==> src/rtl/cnn_pkg.sv <==
// Shared CNN datapath constants and the window-stage FSM state type.
// Latency: n/a (declarations only).
// Backpressure: n/a.
package cnn_pkg;

  localparam int PIX_W = 8;          // bits per pixel
  localparam int IMG_W = 28;         // pixels per row
  localparam int IMG_H = 28;         // rows per image
  localparam int WIN_W = 9 * PIX_W;  // packed 3x3 window width

  typedef enum logic [1:0] {
    FILL = 2'd0,   // collecting the first three rows of an image
    SCAN = 2'd1,   // emitting one window per cycle across the row buffer
    WAIT = 2'd2    // pass finished early, idle until the next row arrives
  } win_state_t;

endpackage

==> src/rtl/win_mux3.sv <==
// Selects the 3-pixel slice starting at column col_i from one image row.
// Latency: combinational.
// Backpressure: none.
// Ports: row_i (IMG_W*PIX_W, pixel 0 in the MSBs), col_i (start column),
//        slice_o (3*PIX_W, leftmost pixel in the MSBs).
module win_mux3 #(
  parameter int PIX_W = 8,
  parameter int IMG_W = 28
) (
  input  logic [IMG_W*PIX_W-1:0] row_i,
  input  logic [4:0]             col_i,
  output logic [3*PIX_W-1:0]     slice_o
);

  localparam int ROW_W = IMG_W * PIX_W;

  // One constant-bounded slice per legal start column; out-of-range columns
  // yield zero rather than reading past the row.
  always_comb begin
    slice_o = '0;
    for (int i = 0; i < IMG_W - 2; i++) begin
      if (col_i == 5'(i)) begin
        slice_o = row_i[ROW_W-1-PIX_W*i -: 3*PIX_W];
      end
    end
  end

endmodule

==> src/rtl/conv_window3x3.sv <==
// 3x3 sliding-window generator over the three most recent image rows.
// Latency: first window of a pass is valid the cycle after its newest row is accepted.
// Backpressure: none; a row strobe mid-scan is dropped (flagged when CONV_WIN_OVERRUN_CHK_EN is defined).
// Ports: clk/rst (sync active-high), in_row/row_valid (row input),
//        win_data/win_valid/win_col/win_row (window output), frame_done (last window pulse),
//        err_overrun (sticky dropped-strobe flag; tied 0 unless CONV_WIN_OVERRUN_CHK_EN).
module conv_window3x3 #(
  parameter int PIX_W = cnn_pkg::PIX_W,
  parameter int IMG_W = cnn_pkg::IMG_W,
  parameter int IMG_H = cnn_pkg::IMG_H
) (
  input  logic                   clk,
  input  logic                   rst,
  input  logic [IMG_W*PIX_W-1:0] in_row,
  input  logic                   row_valid,
  output logic [9*PIX_W-1:0]     win_data,
  output logic                   win_valid,
  output logic [4:0]             win_col,
  output logic [4:0]             win_row,
  output logic                   frame_done,
  output logic                   err_overrun
);

  import cnn_pkg::*;

  localparam int ROW_W = IMG_W * PIX_W;
  localparam int OUT_W = IMG_W - 2;
  localparam logic [4:0] LAST_COL  = 5'(OUT_W - 1);
  localparam logic [4:0] FULL_ROWS = 5'(IMG_H);

  win_state_t       state_q, state_d;
  logic [ROW_W-1:0] rb0_q, rb1_q, rb2_q;
  logic [ROW_W-1:0] rb0_d, rb1_d, rb2_d;
  logic [4:0]       rows_in_q, rows_in_d;
  logic [4:0]       col_q, col_d;
  logic [4:0]       row_q, row_d;
  logic [9*PIX_W-1:0] win_data_q;
  logic             win_valid_q, frame_done_q;
  logic             accept;
  logic [3*PIX_W-1:0] s0, s1, s2;

  always_comb begin
    state_d   = state_q;
    rows_in_d = rows_in_q;
    col_d     = col_q;
    row_d     = row_q;
    accept    = 1'b0;
    case (state_q)
      FILL: begin
        if (row_valid) begin
          accept    = 1'b1;
          rows_in_d = rows_in_q + 5'd1;
          if (rows_in_q == 5'd2) begin
            state_d = SCAN;
            col_d   = '0;
          end
        end
      end
      SCAN: begin
        if (col_q == LAST_COL) begin
          if (rows_in_q == FULL_ROWS) begin
            // Image complete: a coincident strobe is row 0 of the next image.
            state_d   = FILL;
            row_d     = '0;
            rows_in_d = '0;
            if (row_valid) begin
              accept    = 1'b1;
              rows_in_d = 5'd1;
            end
          end else begin
            row_d = row_q + 5'd1;
            if (row_valid) begin
              // Back-to-back: start the next pass with no idle cycle.
              accept    = 1'b1;
              rows_in_d = rows_in_q + 5'd1;
              col_d     = '0;
            end else begin
              state_d = WAIT;
            end
          end
        end else begin
          col_d = col_q + 5'd1;
        end
      end
      WAIT: begin
        if (row_valid) begin
          accept    = 1'b1;
          rows_in_d = rows_in_q + 5'd1;
          state_d   = SCAN;
          col_d     = '0;
        end
      end
      default: state_d = FILL;
    endcase
  end

  assign rb0_d = accept ? rb1_q  : rb0_q;
  assign rb1_d = accept ? rb2_q  : rb1_q;
  assign rb2_d = accept ? in_row : rb2_q;

  // Slices are taken from next-state buffer/column so the window can be
  // registered in the same edge that accepts its newest row.
  win_mux3 #(.PIX_W(PIX_W), .IMG_W(IMG_W)) u_mux0 (.row_i(rb0_d), .col_i(col_d), .slice_o(s0));
  win_mux3 #(.PIX_W(PIX_W), .IMG_W(IMG_W)) u_mux1 (.row_i(rb1_d), .col_i(col_d), .slice_o(s1));
  win_mux3 #(.PIX_W(PIX_W), .IMG_W(IMG_W)) u_mux2 (.row_i(rb2_d), .col_i(col_d), .slice_o(s2));

  always_ff @(posedge clk) begin
    if (rst) begin
      state_q      <= FILL;
      rb0_q        <= '0;
      rb1_q        <= '0;
      rb2_q        <= '0;
      rows_in_q    <= '0;
      col_q        <= '0;
      row_q        <= '0;
      win_data_q   <= '0;
      win_valid_q  <= 1'b0;
      frame_done_q <= 1'b0;
    end else begin
      state_q      <= state_d;
      rb0_q        <= rb0_d;
      rb1_q        <= rb1_d;
      rb2_q        <= rb2_d;
      rows_in_q    <= rows_in_d;
      col_q        <= col_d;
      row_q        <= row_d;
      win_valid_q  <= (state_d == SCAN);
      frame_done_q <= (state_d == SCAN) && (col_d == LAST_COL) && (rows_in_d == FULL_ROWS);
      if (state_d == SCAN) begin
        win_data_q <= {s0, s1, s2};
      end
    end
  end

`ifdef CONV_WIN_OVERRUN_CHK_EN
  logic overrun;
  logic err_q;

  assign overrun = (state_q == SCAN) && (col_q != LAST_COL) && row_valid;

  always_ff @(posedge clk) begin
    if (rst) begin
      err_q <= 1'b0;
    end else if (overrun) begin
      err_q <= 1'b1;
    end
  end

  assign err_overrun = err_q;
`else
  assign err_overrun = 1'b0;
`endif

  assign win_data   = win_data_q;
  assign win_valid  = win_valid_q;
  assign win_col    = col_q;
  assign win_row    = row_q;
  assign frame_done = frame_done_q;

endmodule

==> config.mk <==
export PLATFORM = sky130hd
export DESIGN_NAME = conv_window3x3
export DESIGN_NICKNAME = d
export VERILOG_FILES = /design/src/rtl/cnn_pkg.sv /design/src/rtl/win_mux3.sv /design/src/rtl/conv_window3x3.sv
export SDC_FILE = /design/constraint.sdc
export NUM_CORES = 2
export LEC_CHECK = 0
export BUFFER_PORTS_ARGS = -buffer_cell sky130_fd_sc_hd__buf_2
export CORE_ASPECT_RATIO = 1.5
export CORE_MARGIN = 2
export CORE_UTILIZATION = 55
export DETAILED_ROUTE_END_ITERATION = 6
export PLACE_DENSITY = 0.77
export SYNTH_ARGS = -nofsm -noshare
export SYNTH_HDL_FRONTEND = slang
export SYNTH_SLANG_ARGS = --single-unit
==> constraint.sdc <==
create_clock -name clk -period 3.1 [get_ports clk]
set_input_delay 0.155 -clock clk [delete_from_list [all_inputs] [get_ports clk]]
set_output_delay 0.155 -clock clk [all_outputs]
set_load 0.05 [all_outputs]
==> impl_metrics.env, run 1 <==
export IMPL_status="stopped before the end"
export IMPL_lastStage="global routing (5_1_grt)"
export IMPL_toolErrorMsg="[ERROR GRT-0116] Global routing finished with congestion. Check the congestion regions in the DRC Viewer."
export IMPL_ys_seq_area_frac=0.363
export IMPL_yosys_area_top_type_share=0.363
export IMPL_grt_pass1_wl_mm=555
export IMPL_portBuffers=310
export IMPL_grt_remaining_overflow=2408
export IMPL_clk_path_buf_depth=3
export IMPL_cts_sinks=763
export IMPL_cts_root_buf="clkbuf_16"
export IMPL_dpl_cell_area_um2=57400
export IMPL_synth_top_family_by_area="compound AO/OA/AOI/OAI gates"
export IMPL_synth_edf_count=0
export IMPL_yosys_area_share_simple=0.163
export IMPL_place_congestion=1.25
export IMPL_cts_made_buffers=75
export IMPL_die_w_um=230
export IMPL_rows=124
export IMPL_place_ws_ps=-1200
export IMPL_syn_area_um2=42100
export IMPL_async_reset_ff_frac=0
export IMPL_die_height_um=343
export IMPL_grt_max_degree=205
export IMPL_synth_compound_area_share=0.254
export IMPL_synth_cell_types=94
export IMPL_grt_pass1_vias=71300
export IMPL_initial_core_util=0.554
export IMPL_yosys_register_bits=763
export IMPL_synth_commonest_cells="nor2_1 (847), dfxtp_1 (763), mux2i_1 (638)"
export IMPL_yosys_top_cells_area="dfxtp_1 (36%), mux2i_1 (15%), nor2_1 (7.5%)"
export IMPL_synthCells=5091
export IMPL_io_pins=312
export IMPL_yosys_warnings=0
export IMPL_synth_nets=5324
export IMPL_place_hpwl_mm=206
export IMPL_synthMuxAreaShare=0.165
export IMPL_yosys_cell_count_top_type="nor2_1"
export IMPL_track_usage=0.909
export IMPL_avgSynthCellArea_um2=8.27
export IMPL_ys_dominant_reg_cell="dfxtp_1"
export IMPL_htreeDepth=3
export IMPL_synth_top_cell_by_area="dfxtp_1"
export IMPL_synth_fa_ha_area_frac=0.00178
export IMPL_synth_xor_area_frac=0.00104
logic make-up after synthesis:
| group | after synthesis |
|---|---|
| compound gates | 1603 |
| buf+inv | 489 |
| simple gates | 1549 |
| other cells | 1 |
| mux | 675 |
| xor+xnor | 5 |
| flops | 763 |
| fa+ha+maj | 6 |
layer usage:
metal  GRT usage  GRT overflow
met5       0.422             8
met4       0.980           794
met3       0.778            43
met2        1.07          1535
met1       0.869            28
stage by stage:
stage                     hold slack (ps)  std cells
after floorplan                       310       5091
after global placement                416       7654
after detailed placement              438       7654
after CTS                           0.203       8070
timing repair:
action | CTS
gates cloned | 23
endpoints found under the setup margin | 73
gates resized for setup | 730
pin swaps | 202
hold endpoints to repair | 163
setup buffers | 125
hold buffers | 151
==> run 2: changes to the inputs <==
Settings changed: CORE_ASPECT_RATIO 1.5 to not set, CORE_UTILIZATION 55 to 40, PLACE_DENSITY 0.77 to not set, PLACE_DENSITY_LB_ADDON set to 0.15.
Clock period 3.1 ns to 4 ns, I/O delays scaled along.
==> impl_metrics.env, run 2 <==
export IMPL_status="finished with violations"
export IMPL_violations="design-rule violations, negative setup slack"
export IMPL_synth_cell_types=94
export IMPL_fin_crit_sh=1.05
export IMPL_drtPass1Iterations=7
export IMPL_cp_cell_sequence="inv_4 -> ha_1 -> nor4b_4 -> buf_4 -> a211o_4 -> a31oi_4 -> buf_8 -> buf_4 -> buf_4 -> buf_4 -> mux2i_1 -> o2bb2ai_1 -> o21ai_0 -> a31oi_1 -> buf_4 -> nor2_1 -> o211ai_1"
export IMPL_place_ws_ps=-1100
export IMPL_cts_tree="done"
export IMPL_track_usage=0.497
export IMPL_die_w_um=328
export IMPL_path_class="register to register"
export IMPL_yosys_register_bits=763
export IMPL_syn_area_um2=42100
export IMPL_setup_tns_ps=-727
export IMPL_yosys_warnings=0
export IMPL_synthCells=5091
export IMPL_yosys_top_cells_area="dfxtp_1 (36%), mux2i_1 (15%), nor2_1 (7.5%)"
export IMPL_yosys_cell_count_top_type="nor2_1"
export IMPL_htreeDepth=3
export IMPL_ant_nets=0
export IMPL_dpl_cell_area_um2=53600
export IMPL_ys_dominant_reg_cell="dfxtp_1"
export IMPL_portBuffers=310
export IMPL_arrival_ps=4750
export IMPL_drc_errors=4
export IMPL_crit_fanout=13
export IMPL_max_stage_delay_ps=430
export IMPL_place_congestion=1.06
export IMPL_vias=52400
export IMPL_critPathLaunch="rows_in_q[0]$_SDFF_PP0_"
export IMPL_synth_top_cell_by_area="dfxtp_1"
export IMPL_dieArea_um2=108000
export IMPL_worstPathRequired_ps=4560
export IMPL_crit_slowest_cell="nor2_1"
export IMPL_cts_made_buffers=91
export IMPL_fmax_mhz=239
export IMPL_yosys_area_top_type_share=0.363
export IMPL_cts_root_buf="clkbuf_16"
export IMPL_final_cells=7968
export IMPL_synth_nets=5324
export IMPL_antenna_found_initial=21
export IMPL_r2r_start="rows_in_q[0]$_SDFF_PP0_"
export IMPL_hold_viol_final=0
export IMPL_cp_common_cell="buf_4"
export IMPL_final_cell_mix="buf_4 (1124), nor2_1 (837), dfxtp_1 (760), mux2i_1 (625), a21oi_1 (382)"
export IMPL_synth_commonest_cells="nor2_1 (847), dfxtp_1 (763), mux2i_1 (638)"
export IMPL_max_slew_margin_rel=0.202
export IMPL_path_clk_slew_ps=70
export IMPL_core_area_um2=105000
export IMPL_io_pins=312
export IMPL_drv_cap=0
export IMPL_cts_sinks=763
export IMPL_finalWorstSetupSlack_ps=-185
export IMPL_final_net_count=6717
export IMPL_rows=119
export IMPL_fin_area_um2=61100
export IMPL_clk_path_buf_depth=3
export IMPL_grt_max_degree=214
export IMPL_drt_total_wl_mm=281
export IMPL_critPathTopFamily="compound AO/OA/AOI/OAI gates"
export IMPL_initial_core_util=0.402
export IMPL_skew_ps=29.7
export IMPL_die_height_um=328
export IMPL_p_leak_nw=26.1
export IMPL_start_kind="register"
export IMPL_mostFrequentLayoutCell="buf_4"
export IMPL_synth_edf_count=0
export IMPL_rsz0062_at_grt="yes"
export IMPL_power_density_nw_per_um2=379
export IMPL_routedWlPerCell_um=35.2
export IMPL_place_hpwl_mm=217
export IMPL_worstHoldStart="in_row[173]"
export IMPL_async_reset_ff_frac=0
export IMPL_area_growth_pct=45.0
export IMPL_grt_pass1_vias=47300
export IMPL_grt_remaining_overflow=0
export IMPL_vias_per_cell=6.58
export IMPL_crit_path_end_kind="register"
export IMPL_critPathBufInv=7
export IMPL_hold_class="input pin to register"
export IMPL_irDropWorstVdd_mv=0.355
export IMPL_ys_seq_area_frac=0.363
export IMPL_worst_slew_pin_slew_ps=1200
export IMPL_setup_viol=10
export IMPL_drive_above_1_share=0.309
export IMPL_dp_cells=7525
export IMPL_clock_latency_ps=720
export IMPL_drt_iter0_markers=8757
export IMPL_grt_pass1_wl_mm=380
export IMPL_largestRegisters="rb0_q (224), rb1_q (224), rb2_q (224)"
export IMPL_avgSynthCellArea_um2=8.27
export IMPL_drv_slew=0
export IMPL_period_minus_slack_ps=4190
## run 2: cell counts after synthesis
No cell type changed its count.
## run 2: worst register-to-register path: cells and delay by family (launching register included)
family	cells	cell delay, ps
adders and majority gates	1	180
DFF	1	360
buffers and inverters	7	1310
and+or+nand+nor	2	580
muxes	1	160
AOI/OAI and AO/OA	6	1460
## run 2: cell families after synthesis
family / after synthesis / share of synthesized area
muxes: 675 / 0.165
other: 1 / 0.0000890
buffers and inverters: 489 / 0.0526
DFF: 763 / 0.363
and+or+nand+nor: 1549 / 0.163
AOI/OAI and AO/OA: 1603 / 0.254
xor gates and xnor gates: 5 / 0.00104
adders and majority gates: 6 / 0.00178
## run 2: worst paths after layout
path                                     to  slack [ps]  cells past startpoint
hold reg to reg       rb0_q[221]$_SDFF_PP0_         460                      2
setup / recovery  win_data[47]$_SDFFE_PP0P_        -190                     17
setup reg to reg  win_data[47]$_SDFFE_PP0P_        -190                     17
hold / removal        rb2_q[173]$_SDFF_PP0_          30                      4
## run 2: power by group
part | switching (mW) | total (mW) | internal [mW]
clock network | 3.83 | 9.27 | 5.44
registers | 0.277 | 8.19 | 7.92
logic | 3.56 | 5.71 | 2.15
total | 7.66 | 23.2 | 15.5
## run 2: routing by layer
metal  global-route usage  routed length, um  vias up
met4                0.258              17800       12
met5                    0                124        -
met3                0.191              41500      626
met2                0.661             107000     4113
met1                0.684             114000    25800
li1                     -                  -    21900
## run 2: metrics by stage
step / total power, mW / hold WS [ps] / util
after CTS: 22.7 / 0.777 / 0.571
final: 23.2 / 28.0 / 0.583
after floorplan: 10.3 / 355 / -
after global routing: 23.4 / 30.2 / 0.583
after detailed placement: 13.3 / 450 / 0.512
after global placement: 13.3 / 443 / 0.512
## run 2: repair_timing
item                                    CTS  global route
pin swaps                                32            52
cloned                                    2             3
hold buffers                            201             1
endpoints found under the hold margin   244             1
setup buffers                            26            26
gates resized for setup                 142           188
endpoints found under the setup margin   44            66
## run 2: area by class of cell
class,instances,area [um2]
Clock inverter,42,659
Inverter,9,36.3
Multi-Input combinational cell,3839,26200
Antenna cell,18,45.0
Fill cell,9512,43700
Sequential cell,763,15300
Timing Repair Buffer,1780,14500
Tap cell,1391,1740
Clock buffer,126,2610
No activity file was read; power rests on OpenSTA's default activity.
